[src/rtl/cgm_pkg.sv]
// Shared types and helpers for the clock-mux switch controller.
// Sources, error codes and the request-select decode.
package cgm_pkg;

  typedef enum logic {
    IDLE,
    SWITCH
  } state_t;

  localparam logic [1:0] ERR_NONE     = 2'b00;
  localparam logic [1:0] ERR_TGT_BAD  = 2'b01;
  localparam logic [1:0] ERR_SRC_LOST = 2'b10;
  localparam logic [1:0] ERR_TGT_LOST = 2'b11;

  localparam logic [1:0] SRC0 = 2'd0;
  localparam logic [1:0] SRC1 = 2'd1;
  localparam logic [1:0] SRC2 = 2'd2;

  // Both 10 and 11 select src2 on the mux.
  function automatic logic [1:0] decode_sel(
    input logic [1:0] sel
  );
    return (sel == 2'b11) ? SRC2 : sel;
  endfunction

endpackage

[src/rtl/cgm_switch_ctrl_if.sv]
// Software switch-request handshake.
// master drives the request, slave returns ready.
interface cgm_switch_ctrl_if;

  logic       req_valid;
  logic [1:0] req_sel;
  logic       req_ready;

  modport master (
    output req_valid,
    output req_sel,
    input  req_ready
  );

  modport slave (
    input  req_valid,
    input  req_sel,
    output req_ready
  );

endinterface

[src/rtl/cgm_sync2.sv]
// Two-flop synchronizer with a per-bit reset value.
// Used to bring clock-good status into the control domain.
module cgm_sync2 #(
  parameter int W = 1
) (
  input  logic         clk,
  input  logic         rst_clk,
  input  logic [W-1:0] rst_val,
  input  logic [W-1:0] d,
  output logic [W-1:0] q
);

  logic [W-1:0] s1;
  logic [W-1:0] s2;

  always_ff @(posedge clk or posedge rst_clk) begin
    if (rst_clk) begin
      s1 <= rst_val;
      s2 <= rst_val;
    end else begin
      s1 <= d;
      s2 <= s1;
    end
  end

  assign q = s2;

endmodule

[src/rtl/cgm_switch_ctrl.sv]
// Sequencer driving the 3-input glitch-free clock mux select.
// Handles software switches, settle hold-off and fallback to src0.
module cgm_switch_ctrl
  import cgm_pkg::*;
#(
  parameter int         SETTLE_CYC = 16,
  parameter int         CNT_W      = 4,
  parameter logic [1:0] RST_SEL    = 2'b00
) (
  input  logic               clk,
  input  logic               rst_clk,
  cgm_switch_ctrl_if.slave   req,
  input  logic [2:0]         src_ok,
  input  logic               fallback_en,
  output logic [1:0]         cgm_sel,
  output logic [1:0]         cur_src,
  output logic               busy,
  output logic               done_pulse,
  output logic               err_pulse,
  output logic [1:0]         err_code
);

  localparam logic [CNT_W-1:0] CNT_LD =
    CNT_W'(SETTLE_CYC - 1);

  state_t           state_q, state_d;
  logic [CNT_W-1:0] cnt_q, cnt_d;
  logic [1:0]       tgt_q, tgt_d;
  logic             is_fb_q, is_fb_d;
  logic [1:0]       sel_q, sel_d;
  logic [1:0]       cur_q, cur_d;
  logic             done_q, done_d;
  logic             err_q, err_d;
  logic [1:0]       code_q, code_d;

  logic [2:0] ok;
  logic [1:0] target;
  logic       fb_cond;
  logic       acc;

  cgm_sync2 #(.W(3)) u_sync (
    .clk     (clk),
    .rst_clk (rst_clk),
    .rst_val (3'b111),
    .d       (src_ok),
    .q       (ok)
  );

  assign target  = decode_sel(req.req_sel);
  assign fb_cond = fallback_en && (cur_q != SRC0)
                   && !ok[cur_q];
  assign req.req_ready = (state_q == IDLE) && !fb_cond;
  assign acc = req.req_valid && req.req_ready;

  always_ff @(posedge clk or posedge rst_clk) begin
    if (rst_clk) begin
      state_q <= IDLE;
      cnt_q   <= '0;
      tgt_q   <= SRC0;
      is_fb_q <= 1'b0;
      sel_q   <= RST_SEL;
      cur_q   <= decode_sel(RST_SEL);
      done_q  <= 1'b0;
      err_q   <= 1'b0;
      code_q  <= ERR_NONE;
    end else begin
      state_q <= state_d;
      cnt_q   <= cnt_d;
      tgt_q   <= tgt_d;
      is_fb_q <= is_fb_d;
      sel_q   <= sel_d;
      cur_q   <= cur_d;
      done_q  <= done_d;
      err_q   <= err_d;
      code_q  <= code_d;
    end
  end

  always_comb begin
    state_d = state_q;
    cnt_d   = cnt_q;
    tgt_d   = tgt_q;
    is_fb_d = is_fb_q;
    sel_d   = sel_q;
    cur_d   = cur_q;
    done_d  = 1'b0;
    err_d   = 1'b0;
    code_d  = code_q;
    unique case (state_q)
      IDLE: begin
        // Losing the active clock outranks any request.
        if (fb_cond) begin
          sel_d   = SRC0;
          tgt_d   = SRC0;
          is_fb_d = 1'b1;
          err_d   = 1'b1;
          code_d  = ERR_SRC_LOST;
          cnt_d   = CNT_LD;
          state_d = SWITCH;
        end else if (acc) begin
          if (target == cur_q) begin
            done_d = 1'b1;
          end else if (!ok[target]) begin
            err_d  = 1'b1;
            code_d = ERR_TGT_BAD;
          end else begin
            sel_d   = req.req_sel;
            tgt_d   = target;
            is_fb_d = 1'b0;
            cnt_d   = CNT_LD;
            state_d = SWITCH;
          end
        end
      end
      SWITCH: begin
        cnt_d = cnt_q - 1'b1;
        if (tgt_q != SRC0 && !ok[tgt_q]) begin
          sel_d   = SRC0;
          tgt_d   = SRC0;
          is_fb_d = 1'b1;
          err_d   = 1'b1;
          code_d  = ERR_TGT_LOST;
          cnt_d   = CNT_LD;
        end else if (cnt_q == '0) begin
          cur_d   = tgt_q;
          state_d = IDLE;
          done_d  = !is_fb_q;
        end
      end
      default: state_d = IDLE;
    endcase
  end

  assign cgm_sel    = sel_q;
  assign cur_src    = cur_q;
  assign busy       = (state_q == SWITCH);
  assign done_pulse = done_q;
  assign err_pulse  = err_q;
  assign err_code   = code_q;

endmodule

[src/flat_wrapper.sv]
// flat-port wrapper written by rule: the top's interface ports become plain ports
module cgm_switch_ctrl_flat import cgm_pkg::*;
#(
  parameter int         SETTLE_CYC = 16,
  parameter int         CNT_W      = 4,
  parameter logic [1:0] RST_SEL    = 2'b00
)
  (clk, rst_clk, src_ok, fallback_en, cgm_sel, cur_src, busy, done_pulse, err_pulse, err_code, req_req_valid, req_req_sel, req_req_ready);
  cgm_switch_ctrl_if req_i ();
  input  logic clk;
  input  logic rst_clk;
  input  logic [2:0] src_ok;
  input  logic fallback_en;
  output logic [1:0] cgm_sel;
  output logic [1:0] cur_src;
  output logic busy;
  output logic done_pulse;
  output logic err_pulse;
  output logic [1:0] err_code;
  input wire logic [$bits(req_i.req_valid)-1:0] req_req_valid;
  input wire logic [$bits(req_i.req_sel)-1:0] req_req_sel;
  output wire logic [$bits(req_i.req_ready)-1:0] req_req_ready;
  assign req_i.req_valid = req_req_valid;
  assign req_i.req_sel = req_req_sel;
  assign req_req_ready = req_i.req_ready;
  cgm_switch_ctrl #(.SETTLE_CYC(SETTLE_CYC), .CNT_W(CNT_W), .RST_SEL(RST_SEL)) u_core (.clk(clk), .rst_clk(rst_clk), .req(req_i), .src_ok(src_ok), .fallback_en(fallback_en), .cgm_sel(cgm_sel), .cur_src(cur_src), .busy(busy), .done_pulse(done_pulse), .err_pulse(err_pulse), .err_code(err_code));
endmodule
[config.mk]
export PLATFORM = sky130hd
export DESIGN_NAME = cgm_switch_ctrl_flat
export DESIGN_NICKNAME = d
export VERILOG_FILES = /design/src/rtl/cgm_pkg.sv /design/src/rtl/cgm_switch_ctrl_if.sv /design/src/rtl/cgm_sync2.sv /design/src/rtl/cgm_switch_ctrl.sv /design/src/flat_wrapper.sv
export SDC_FILE = /design/constraint.sdc
export NUM_CORES = 1
export LEC_CHECK = 0
export CELL_PAD_IN_SITES_DETAIL_PLACEMENT = 0
export CELL_PAD_IN_SITES_GLOBAL_PLACEMENT = 1
export CORE_MARGIN = 1.5
export CORE_UTILIZATION = 40
export CTS_BUF_LIST = sky130_fd_sc_hd__clkbuf_16
export CTS_CLUSTER_DIAMETER = 100
export DETAILED_ROUTE_END_ITERATION = 6
export PLACE_DENSITY_LB_ADDON = 0.05
export SETUP_SLACK_MARGIN = 0.02
export SLEW_MARGIN = 5
export SYNTH_ARGS = -nofsm -noshare
export SYNTH_HDL_FRONTEND = slang
export SYNTH_SLANG_ARGS = --single-unit
[constraint.sdc]
create_clock -name clk -period 1.7 [get_ports clk]
set_input_delay 0.17 -clock clk [delete_from_list [all_inputs] [get_ports clk]]
set_output_delay 0.17 -clock clk [all_outputs]
set_load 0.02 [all_outputs]
==> results.md, run 1 <==
- Status: finished, final reports clean
- Hold_buf cts: 0
- Post-route DRC: 0
- Slew HR: 80.8%
- DRT iter0 DRCs: 18
- Site Rows: 18
- Die height: 55.1 um
- DP Cell Count: 155
- Clock Sinks: 22
- CTS Buffer Depth: 2
- Fillers: 227
- Commonest cells after routing, fill and taps aside: clkdlybuf4s50_1, buf_4, dfrtp_1, nand3_1
- Width of the die: 55.1 um
- Final wirelength: around 2400 um
- WL per Instance: 14.7 um
- Routed vias/inst: 5.42
- Dpl hpwl: 1710 um
- Peak VDD IR: approximately 0.0011 V
- Via count: 883
- Die area: 0.00304 mm2
- Mapped Nets: 107
- P&R area growth vs syn: 40.4%
- First-pass GRT wire length: 3790 um
- Critical path's top delay family: compound AO/OA/AOI/OAI gates
- Pwr Total: 2.31 mW
- DRT Pass-1 Iters: 5
- Post-synth ARST share: 100%
- Compound-gate portion of the synthesized area: roughly a fifth
- Setup crit end kind: register
- Yosys warning count: 0
- GPL Wtd Cong: 0.734
- CP Buf/Inv Count: 1
- Req. time, crit path: 1.84 ns
- Top FF cell, synth: dfrtp_1
- Synth Instances: 96
- Register area share after synthesis: 51.4%
- Largest net degree at the start of global routing: 23
- Distinct cells, synth: 38
- CP max FO: 5
- Share of cells above drive strength 1: a little under a third
- Largest family of logic cells by synthesized area: compound AO/OA/AOI/OAI gates
- Min cycle time layout: 1.60 ns
- Worst-path clk slew: 0.06 ns
- Critical path arrival: 1.74 ns
- Slew Viols, Final: 0
- Adder-Cell Fraction of Synth Area: 2.30%
- Hold crit path type: input port to async pin
- Final worst path period share: 94.0%
- Power Density: 1520 mW/mm2
- Worst-margin pin slew: 0.288 ns
- Synth Area in XOR/XNOR: 0.806%
- Max_cap viols: 0
- CTS tree: done
- Number of flops mapped to enable cells by yosys: 0
- GRT Total Usage: 18.4%
- H-tree levels: 1
- Crit path kind: register to register
- Core Box Area: 0.00252 mm2
- Finish-stage setup viols: 0
- RSZ-0062 raised after global routing: yes
- Leak pwr: 0.672 nW
- Hold Violations, Final: 0
- Post-synthesis simple-gate area fraction: 17.6%
- Max frequency: 0.626 GHz
- Top Ports: 19
- GR Overflow Total: 0
- Root Driver: clkbuf_16
- Slowest-stage cell, CP: dfstp_2
- Crit path largest cell delay: 0.53 ns
- Post-synthesis mux area share: under 10%
- Antenna violations before repair: 0
- Synth Register Bits: 22
- Cell chain of the critical path: and3b_4 -> a311oi_4 -> buf_6 -> o21ai_2 -> a22o_1
- Synth Cell Area: about 0.0011 mm2
- Layout Skew: 0.00434 ns
- Starting Density: 43.1%
- Final cell count without fillers: about 160
- Nature of the critical path startpoint: register
- Skew-Pair Late Insertion Delay: 0.25 ns
- Final nets: around 150
- Port Buf Inserts: 18
- ANT cells: 0
- Final ANT Viol Nets: 0
- Syn avg cell area: 11.3 um2
- Cts bufs inserted: 3
- Vias in the first global route: slightly above 800
[logic make-up after synthesis]
kind of cell | count (synthesis)
AND/OR/NAND/NOR | 33
buffers and inverters | 10
multiplexers | 3
flip-flops | 22
AO/OA/AOI/OAI | 25
adder cells (fa/ha/maj) | 2
XOR/XNOR | 1
[layout make-up]
| class | count | area (um2) | area share, % |
|---|---|---|---|
| repair buffers | 36 | 323 | 21.2 |
| clock inverters | 1 | 3.75 | 0.246 |
| multi-input cells | 64 | 502 | 32.9 |
| inverters | 7 | 26.3 | 1.72 |
| clock buffers | 3 | 75.1 | 4.92 |
| flip-flops and latches | 22 | 558 | 36.6 |
| well taps | 30 | 37.5 | 2.46 |
[synthesized netlist by cell type, types with 2 or more instances]
master	number	area [um2]
o21ai_0	3	15.0
o21a_1	2	15.0
ha_1	2	25.0
a211oi_1	2	15.0
dfstp_2	6	158
nand3_1	12	60.1
o211ai_1	4	30.0
nor2b_1	2	12.5
inv_1	7	26.3
nand2_1	2	7.51
nor2_1	4	15.0
mux2_2	2	22.5
o22ai_1	2	12.5
a31oi_1	2	12.5
nand4_1	5	31.3
o211a_1	2	20.0
dfrtp_1	16	400
[worst paths after layout]
check,from,end,slack (ns),cells after the start
max,u_core.u_sync.q[1],u_core.cnt_q[3],0.10,5
min,rst_clk,u_core.tgt_q[1],0.25,3
max reg2reg,u_core.u_sync.q[1],u_core.cnt_q[3],0.10,5
min reg2reg,u_core.u_sync.s1[0],u_core.u_sync.q[0],0.36,0
max in group asynchronous,rst_clk,u_core.u_sync.q[1],1.17,3
min in group clk,src_ok[0],u_core.u_sync.s1[0],0.32,1
[where the power goes]
| part | switching [mW] | total [mW] | internal (mW) | leakage (nW) |
|---|---|---|---|---|
| registers | 0.142 | 0.816 | 0.674 | 0.255 |
| clock network | 0.183 | 0.497 | 0.314 | 0.0385 |
| logic | 0.492 | 1.00 | 0.508 | 0.379 |
| total | 0.817 | 2.31 | 1.50 | 0.672 |
[state kept, by name, indices dropped and copies added (netlist names), 2 cells and up]
| name | count |
|---|---|
| u_core.tgt_q | 2 |
| u_core.u_sync.s1 | 3 |
| u_core.u_sync.q | 3 |
| u_core.cgm_sel | 2 |
| u_core.cur_src | 2 |
| u_core.err_code | 2 |
| u_core.cnt_q | 4 |
[per-layer routing]
layer  share of wire (%)  up-vias  global-route usage, %
li1                    -      431                      -
met4                 1.0        0                   7.32
met3                 4.1        4                   4.30
met1                  52      428                   26.8
met5                   0        -                      0
met2                  43       20                   26.2
[timing repair]
action	in CTS	in global routing
gates resized for setup	6	8
setup buffers	3	1
endpoints found under the setup margin	6	14
pin swaps	0	3
cloned	0	0
[worst min-delay path: stages]
cell and delay (ns):
clkdlybuf4s50_1 0.40, inv_1 0.05, buf_4 0.27
[stage by stage]
stage               setup TNS [ns]  hold WS, ns  utilization [%]  setup WS, ns  cell area (um2)
global placement            -0.398        0.345             55.1        -0.181             1390
floorplan                        0        0.155                -         0.191             1090
finish                           0        0.249             60.5         0.102             1530
CTS                              0        0.261             59.0        0.0111             1490
global route                     0        0.302             60.5        0.0164             1530
detailed placement          -0.593        0.348             55.1        -0.194             1390
Note: power is estimated with default switching activity, not from simulation.
==> run 2, diff against run 1 <==
--- a/config.mk
+++ b/config.mk
@@ -5,10 +5,11 @@
 export SDC_FILE = /design/constraint.sdc
 export NUM_CORES = 1
 export LEC_CHECK = 0
+export ABC_AREA = 1
 export CELL_PAD_IN_SITES_DETAIL_PLACEMENT = 0
 export CELL_PAD_IN_SITES_GLOBAL_PLACEMENT = 1
 export CORE_MARGIN = 1.5
-export CORE_UTILIZATION = 40
+export CORE_UTILIZATION = 35
 export CTS_BUF_LIST = sky130_fd_sc_hd__clkbuf_16
 export CTS_CLUSTER_DIAMETER = 100
 export DETAILED_ROUTE_END_ITERATION = 6
==> constraint.sdc (replaced) <==
create_clock -name clk -period 1.4 [get_ports clk]
set_input_delay 0.14 -clock clk [delete_from_list [all_inputs] [get_ports clk]]
set_output_delay 0.14 -clock clk [all_outputs]
set_load 0.02 [all_outputs]
==> run 2 against run 1 <==
Power grew 40%; synthesized area grew 1.4%; non-clock buffer count increased by 9; clock skew is 0.0016 ns lower; register-to-register slack got worse by 0.12 ns; the flow now finishes with violations (negative setup slack).
==> results.md, run 2 <==
- Starting Density: 36.4% (was 43.1%)
- Register area share after synthesis: 50.7% (was 51.4%)
- Core Box Area: 0.00303 mm2 (was 0.00252 mm2)
- Failing checks: negative setup slack
- RR Endpoint: u_core.tgt_q[0] (was u_core.cnt_q[3])
- Crit path largest cell delay: 0.54 ns (was 0.53 ns)
- GR Overflow Total: 0 (unchanged)
- Final nets: 178 (was 145)
- FF-to-FF setup slack: -0.02 ns (was 0.10 ns)
- Final hold slack: 0.226 ns (was 0.249 ns)
- Worst R2R Start: u_core.u_sync.q[1] (unchanged)
- P&R area growth vs syn: 57.8% (was 40.4%)
- Syn avg cell area: 9.49 um2 (was 11.3 um2)
- Vias in the first global route: 924 (was 819)
- Synth Register Bits: 22 (unchanged)
- Clock Sinks: 22 (unchanged)
- Power Density: 1870 mW/mm2 (was 1520 mW/mm2)
- Final ANT Viol Nets: 0 (unchanged)
- Final wirelength: 2500 um (was 2390 um)
- Skew-Pair Late Insertion Delay: 0.25 ns (about the same)
- Layout Skew: 0.00269 ns (was 0.00434 ns)
- Commonest cells after routing, fill and taps aside: buf_4, nand2_1, dfrtp_1, clkdlybuf4s50_1 (was clkdlybuf4s50_1, buf_4, dfrtp_1, nand3_1)
- Post-synth top area cell: dfrtp_1 (unchanged)
- Final Worst Setup Slack: -0.0215 ns (was 0.102 ns)
- Finished Core Util: 57.4% (was 60.5%)
- DRT iter0 DRCs: 50 (was 18)
- Req. time, crit path: 1.54 ns (was 1.84 ns)
- Max_cap viols: 0 (unchanged)
- Min cycle time layout: 1.42 ns (was 1.60 ns)
- Crit. Startpoint: u_core.u_sync.q[1] (unchanged)
- Nature of the critical path startpoint: register (unchanged)
- Critical path depth: 10 (was 5)
- Hold Violations, Final: 0 (unchanged)
- Top cell by count, worst path: nand2_2
- Critical path's top delay family: simple AND/OR/NAND/NOR gates (was compound AO/OA/AOI/OAI gates)
- Dpl hpwl: 1870 um (was 1710 um)
- Top Ports: 19 (unchanged)
- Peak VDD IR: 0.000966 V (was 0.00112 V)
- Cell chain of the critical path: buf_6 -> inv_4 -> nand2_2 -> nand3_2 -> nand2_2 -> nand3_4 -> nand2_8 -> nand2_8 -> nand2_4 -> nand2_2 (was and3b_4 -> a311oi_4 -> buf_6 -> o21ai_2 -> a22o_1)
- H-tree levels: 1 (unchanged)
- Commonest non-fill, non-tap cell in the layout: buf_4
- Critical path arrival: 1.56 ns (was 1.74 ns)
- DRT Pass-1 Iters: 4 (was 5)
- Final worst path period share: 102% (was 94.0%)
- Port Buf Inserts: 18 (unchanged)
- CP endpoint: u_core.tgt_q[0] (was u_core.cnt_q[3])
- Width of the die: 59.1 um (was 55.1 um)
- CP Buf/Inv Count: 2 (was 1)
- Most frequent cell after synthesis: nand2_1 (was dfrtp_1)
- Leak pwr: 0.845 nW (was 0.672 nW)
- RSZ-0062 raised after global routing: yes (unchanged)
- Worst Reg-to-Reg Cells: 10 (was 5)
- Share of cells above drive strength 1: 44.6% (was 31.6%)
- Via count: 977 (was 883)
- CP max FO: 5 (unchanged)
- Max FFs per register: 4 (unchanged)
- Post-synth ARST share: 100% (unchanged)
- Routed vias/inst: 4.65 (was 5.42)
- Worst-path clk slew: 0.06 ns (about the same)
- Antenna violations before repair: 0 (unchanged)
- Die area: 0.00349 mm2 (was 0.00304 mm2)
- Worst-margin pin slew: 0.288 ns (about the same)
- Synth Cell Area: 0.00110 mm2 (was 0.00109 mm2)
- GRT Total Usage: 15.8% (was 18.4%)
- Slew HR: 80.8% (about the same)
- Largest net degree at the start of global routing: 23 (unchanged)
- Root Driver: clkbuf_16 (unchanged)
- Slowest-stage cell, CP: dfstp_2 (unchanged)
- Biggest register: u_core.cnt_q (unchanged)
- Distinct cells, synth: 27 (was 38)
- Setup crit end kind: register (unchanged)
- Mapped Nets: 127 (was 107)
- Hold crit path type: input port to async pin (unchanged)
- Area contributors post-synth: dfrtp_1, dfstp_2, nand2_1 (was dfrtp_1, dfstp_2, nand3_1)
- Yosys warning count: 0 (unchanged)
- WL per Instance: 11.9 um (was 14.7 um)
- Slew Viols, Final: 0 (unchanged)
- Synth top area share: 36.4% (was 36.9%)
- Crit path kind: register to register (unchanged)
- Finish-stage setup viols: 7 (was 0)
- GPL Wtd Cong: 0.764 (was 0.734)
- Status: finished with violations (was finished, final reports clean)
- Top FF cell, synth: dfrtp_1 (unchanged)
- Max frequency: 0.703 GHz (was 0.626 GHz)
- CTS tree: done (unchanged)
- ANT cells: 0 (unchanged)
- First-pass GRT wire length: 4110 um (was 3790 um)
- Die height: 59.1 um (was 55.1 um)
- Top post-synthesis cells by count: nand2_1, dfrtp_1, nand3_1 (was dfrtp_1, nand3_1, inv_1)
- Post-route DRC: 0 (unchanged)
- Site Rows: 20 (was 18)
- Synth Instances: 116 (was 96)
- CTS Buffer Depth: 2 (unchanged)
- Number of flops mapped to enable cells by yosys: 0 (unchanged)
- Cts bufs inserted: 3 (unchanged)
- Pwr Total: 3.24 mW (was 2.31 mW)
## run 2: changes by cell type after synthesis, sizes merged, moves of 2 or more
cell,before,now
buf,2,0
inv,7,15
mux2,2,0
nor2b,2,0
nand3,12,14
and2,2,0
a211oi,2,0
nor2,4,6
nand2,2,39
o211a,2,0
o21ai,4,6
nand4,5,3
o211ai,5,0
## run 2: metrics by stage
stage / instance area [um2] / TNS [ns] / setup slack, ns / instances
after global routing: 1740 / -0.986 / -0.105 / 210
after floorplan: 1100 / 0 / 0.0790 / 116
after detailed placement: 1510 / -1.55 / -0.244 / 201
after CTS: 1650 / -0.0561 / -0.0410 / 207
final: 1740 / -0.105 / -0.0215 / 210
after global placement: 1510 / -1.39 / -0.229 / 201
## run 2: cells by family after synthesis
| logic type | synth area share, % |
|---|---|
| simple gates | 33.6 |
| fa+ha+maj | 2.27 |
| xor+xnor | 0.796 |
| flops | 50.7 |
| compound gates | 7.27 |
| buf+inv | 5.34 |
## run 2: routing by layer
metal | GRT usage, % | wire length, um
met4 | 6.82 | 36
met2 | 24.3 | 1250
met3 | 3.06 | 119
met1 | 21.6 | 1100
met5 | 0 | 0
## run 2: final cells by class
type | count | area [um2]
Fill cell | 267 | 1290
Multi-Input combinational cell | 80 | 579
Sequential cell | 22 | 558
Timing Repair Buffer | 45 | 405
Clock buffer | 3 | 75.1
Inverter | 15 | 61.3
Tap cell | 44 | 55.1
Clock inverter | 1 | 3.75
## run 2: power by group
part | internal [mW] | total (mW) | switching (mW)
registers | 0.844 | 0.992 | 0.148
logic | 0.761 | 1.65 | 0.891
clock network | 0.381 | 0.601 | 0.220
## run 2: worst min path at each step
stage	to	cells after the start
5_1_grt	u_core.err_code[0]	3
6_report	u_core.err_code[0]	3
3_3_place_gp	u_core.u_sync.q[2]	0
3_5_place_dp	u_core.u_sync.q[2]	0
4_1_cts	u_core.err_code[0]	3
2_1_floorplan	u_core.busy	1
## run 2: timing repair
item | 4_1_cts | 5_1_grt
pin swaps | 6 | 13
gates resized for setup | 18 | 16
hold buffers | 0 | 0
gates cloned | 0 | 1
setup endpoints to repair | 15 | 17
buffers inserted | 2 | 2
## run 2: worst reg2reg max path, delay by kind of cell, from the launching register on
kind	cells	cell delay, ns
AND/OR/NAND/NOR	8	0.64
buffers and inverters	2	0.14
flip-flops	1	0.54
==> run 3, diff against run 2 <==
==> constraint.sdc (replaced) <==
create_clock -name clk -period 1.3 [get_ports clk]
set_input_delay 0.13 -clock clk [delete_from_list [all_inputs] [get_ports clk]]
set_output_delay 0.13 -clock clk [all_outputs]
set_load 0.02 [all_outputs]
==> run 3 against run 2 <==
The run still ends with negative setup slack left; die area stayed put; first-iteration DRC count fell by 62%; global-route usage is 0.46 points higher; final cell count is 0.48% higher; clock-buffer cell count unchanged; maximum frequency is 0.54% higher; clock skew barely moved; worst hold slack worse by 0.020 ns; utilization about the same; combinational power grew 7%; critical path depth decreased by 3; sequential share of layout area is 0.12 points higher.
==> results.md, run 3 (synthesis results as in run 2) <==
- Status: finished with violations (unchanged)
- Failing checks: negative setup slack (unchanged)
- Min cycle time layout: 1.41 ns (was 1.42 ns)
- Routed vias/inst: 4.50 (was 4.65)
- P&R area growth vs syn: 58.0% (was 57.8%)
- RSZ-0062 raised after global routing: yes (unchanged)
- H-tree levels: 1 (unchanged)
- Post-route DRC: 0 (unchanged)
- Die height: 59.1 um (unchanged)
- Root Driver: clkbuf_16 (unchanged)
- Finish-stage setup viols: 15 (was 7)
- DP Cell Count: 202 (was 201)
- Largest net degree at the start of global routing: 23 (unchanged)
- Req. time, crit path: 1.48 ns (was 1.54 ns)
- Core Box Area: 0.00303 mm2 (unchanged)
- Setup crit end kind: register (unchanged)
- Hold Violations, Final: 0 (unchanged)
- Final hold slack: 0.206 ns (was 0.226 ns)
- Critical path arrival: 1.59 ns (was 1.56 ns)
- Share of cells above drive strength 1: 47.3% (was 44.6%)
- Skew-Pair Late Insertion Delay: 0.26 ns (was 0.25 ns)
- Final cell count without fillers: 211 (was 210)
- FF-to-FF setup slack: -0.11 ns (was -0.02 ns)
- Area occupied by multi-input gates: 587 um2 (was 579 um2)
- CTS Buffer Depth: 2 (unchanged)
- ANT cells: 0 (unchanged)
- Starting Density: 36.4% (unchanged)
- Layout Skew: 0.00236 ns (was 0.00269 ns)
- CP max FO: 7 (was 5)
- GRT Total Usage: 16.2% (was 15.8%)
- DRT Pass-1 Iters: 4 (unchanged)
- Worst-path clk slew: 0.06 ns (about the same)
- Biggest register: u_core.cnt_q (unchanged)
- RR Endpoint: u_core.done_pulse (was u_core.tgt_q[0])
- WL per Instance: 11.7 um (was 11.9 um)
- GPL Wtd Cong: 0.733 (was 0.764)
- Final worst path period share: 109% (was 102%)
- Port Buf Inserts: 18 (unchanged)
- Cts bufs inserted: 3 (unchanged)
- Clock Sinks: 22 (unchanged)
- Dpl hpwl: 1870 um (about the same)
- Via count: 950 (was 977)
- Antenna violations before repair: 0 (unchanged)
- Fillers: 281 (was 267)
- Pwr Total: 3.49 mW (was 3.24 mW)
- Setup TNS: -1.07 ns (was -0.105 ns)
- Commonest non-fill, non-tap cell in the layout: buf_4 (unchanged)
- DRT iter0 DRCs: 19 (was 50)
- Width of the die: 59.1 um (unchanged)
- Nature of the critical path startpoint: register (unchanged)
- Max FFs per register: 4 (unchanged)
- Site Rows: 20 (unchanged)
- First-pass GRT wire length: 4190 um (was 4110 um)
- Worst Reg-to-Reg Cells: 7 (was 10)
- Power Density: 2010 mW/mm2 (was 1870 mW/mm2)
- GR Overflow Total: 0 (unchanged)
- Vias in the first global route: 932 (was 924)
- Leak pwr: 0.857 nW (was 0.845 nW)
- CTS tree: done (unchanged)
- Hold crit path type: input port to async pin (unchanged)
- Die area: 0.00349 mm2 (unchanged)
- Slew Viols, Final: 0 (unchanged)
- Crit. Startpoint: u_core.u_sync.q[1] (unchanged)
- Top Ports: 19 (unchanged)
- Slew HR: 81.4% (was 80.8%)
- Max_cap viols: 0 (unchanged)
- Placement Cell Area: 0.00152 mm2 (was 0.00151 mm2)
- Worst-margin pin slew: 0.279 ns (was 0.288 ns)
- Register area: 561 um2 (was 558 um2)
- Peak VDD IR: 0.000905 V (was 0.000966 V)
- Final Worst Setup Slack: -0.114 ns (was -0.0215 ns)
- Max frequency: 0.707 GHz (was 0.703 GHz)
- Final wirelength: 2460 um (was 2500 um)
- Crit path kind: register to register (unchanged)
- Final nets: 179 (was 178)
- Final ANT Viol Nets: 0 (unchanged)
- Commonest cells after routing, fill and taps aside: buf_4, nand2_1, dfrtp_1, nand2_2, nand3_1 (was buf_4, nand2_1, dfrtp_1, clkdlybuf4s50_1)
- Worst R2R Start: u_core.u_sync.q[1] (unchanged)
- Final non-filler cell area: 0.00174 mm2 (about the same)
[run 3: changes by cell type in the layout (fill, tap and decap cells not counted), sizes merged]
cell	delta
clkdlybuf4s50	-6
dlygate4sd2	+6
buf	+1
clkinv	-1
inv	+1
[run 3: area by class of cell]
cell class                 count  share of cell area (%)
clock buffer                   3                    4.32
tap                           44                    3.17
clock inverter                 1                   0.216
sequential                    22                    32.2
timing repair buffer          46                    22.8
inverter                      15                    3.53
multi-input combinational     80                    33.7
[run 3: per-layer routing]
layer | track usage, % | up-vias | wire length (um) | part of all wire (%)
met1 | 21.2 | 448 | 1150 | 47
met3 | 3.28 | 5 | 79 | 3.2
met5 | 0 | - | 0 | 0
met2 | 26.2 | 19 | 1190 | 48
met4 | 6.82 | 0 | 40 | 1.6
li1 | - | 478 | - | -
[run 3: through the flow]
stage / util, % / worst slack, ns
6_report: 57.4 / -0.114
5_1_grt: 57.4 / -0.192
4_1_cts: 55.3 / -0.149
3_5_place_dp: 50.2 / -0.327
3_3_place_gp: 50.2 / -0.322
2_1_floorplan: - / 0.0218
[run 3: worst max-delay path by stage]
| stage | endpoint | slack (ns) |
|---|---|---|
| floorplan | u_core.cnt_q[1] | 0.02 |
| global placement | req_req_ready | -0.32 |
| detailed placement | req_req_ready | -0.33 |
| CTS | u_core.done_pulse | -0.15 |
| global route | u_core.cgm_sel[0] | -0.19 |
| finish | u_core.done_pulse | -0.11 |
[run 3: critical path, stage by stage (launching register included)]
cell and delay (ns):
dfstp_2 0.55, buf_6 0.11, inv_4 0.04, o21ai_4 0.15, nand2_4 0.14, nor2_8 0.16
inv_2 0.05, o22ai_2 0.14
[run 3: power by group]
group	switching, mW	internal (mW)	leakage (nW)
Clock	0.243	0.410	0.0423
Sequential	0.152	0.913	0.256
Combinational	0.958	0.815	0.559
Total	1.35	2.14	0.857
[run 3: repair_timing]
item                       in CTS  in global routing
hold endpoints to repair        0                  0
gates resized for setup        28                 15
buffers inserted                3                  1
cloned                          0                  1
hold buffers                    0                  0
pin swaps                       7                 11
setup endpoints to repair      26                 17
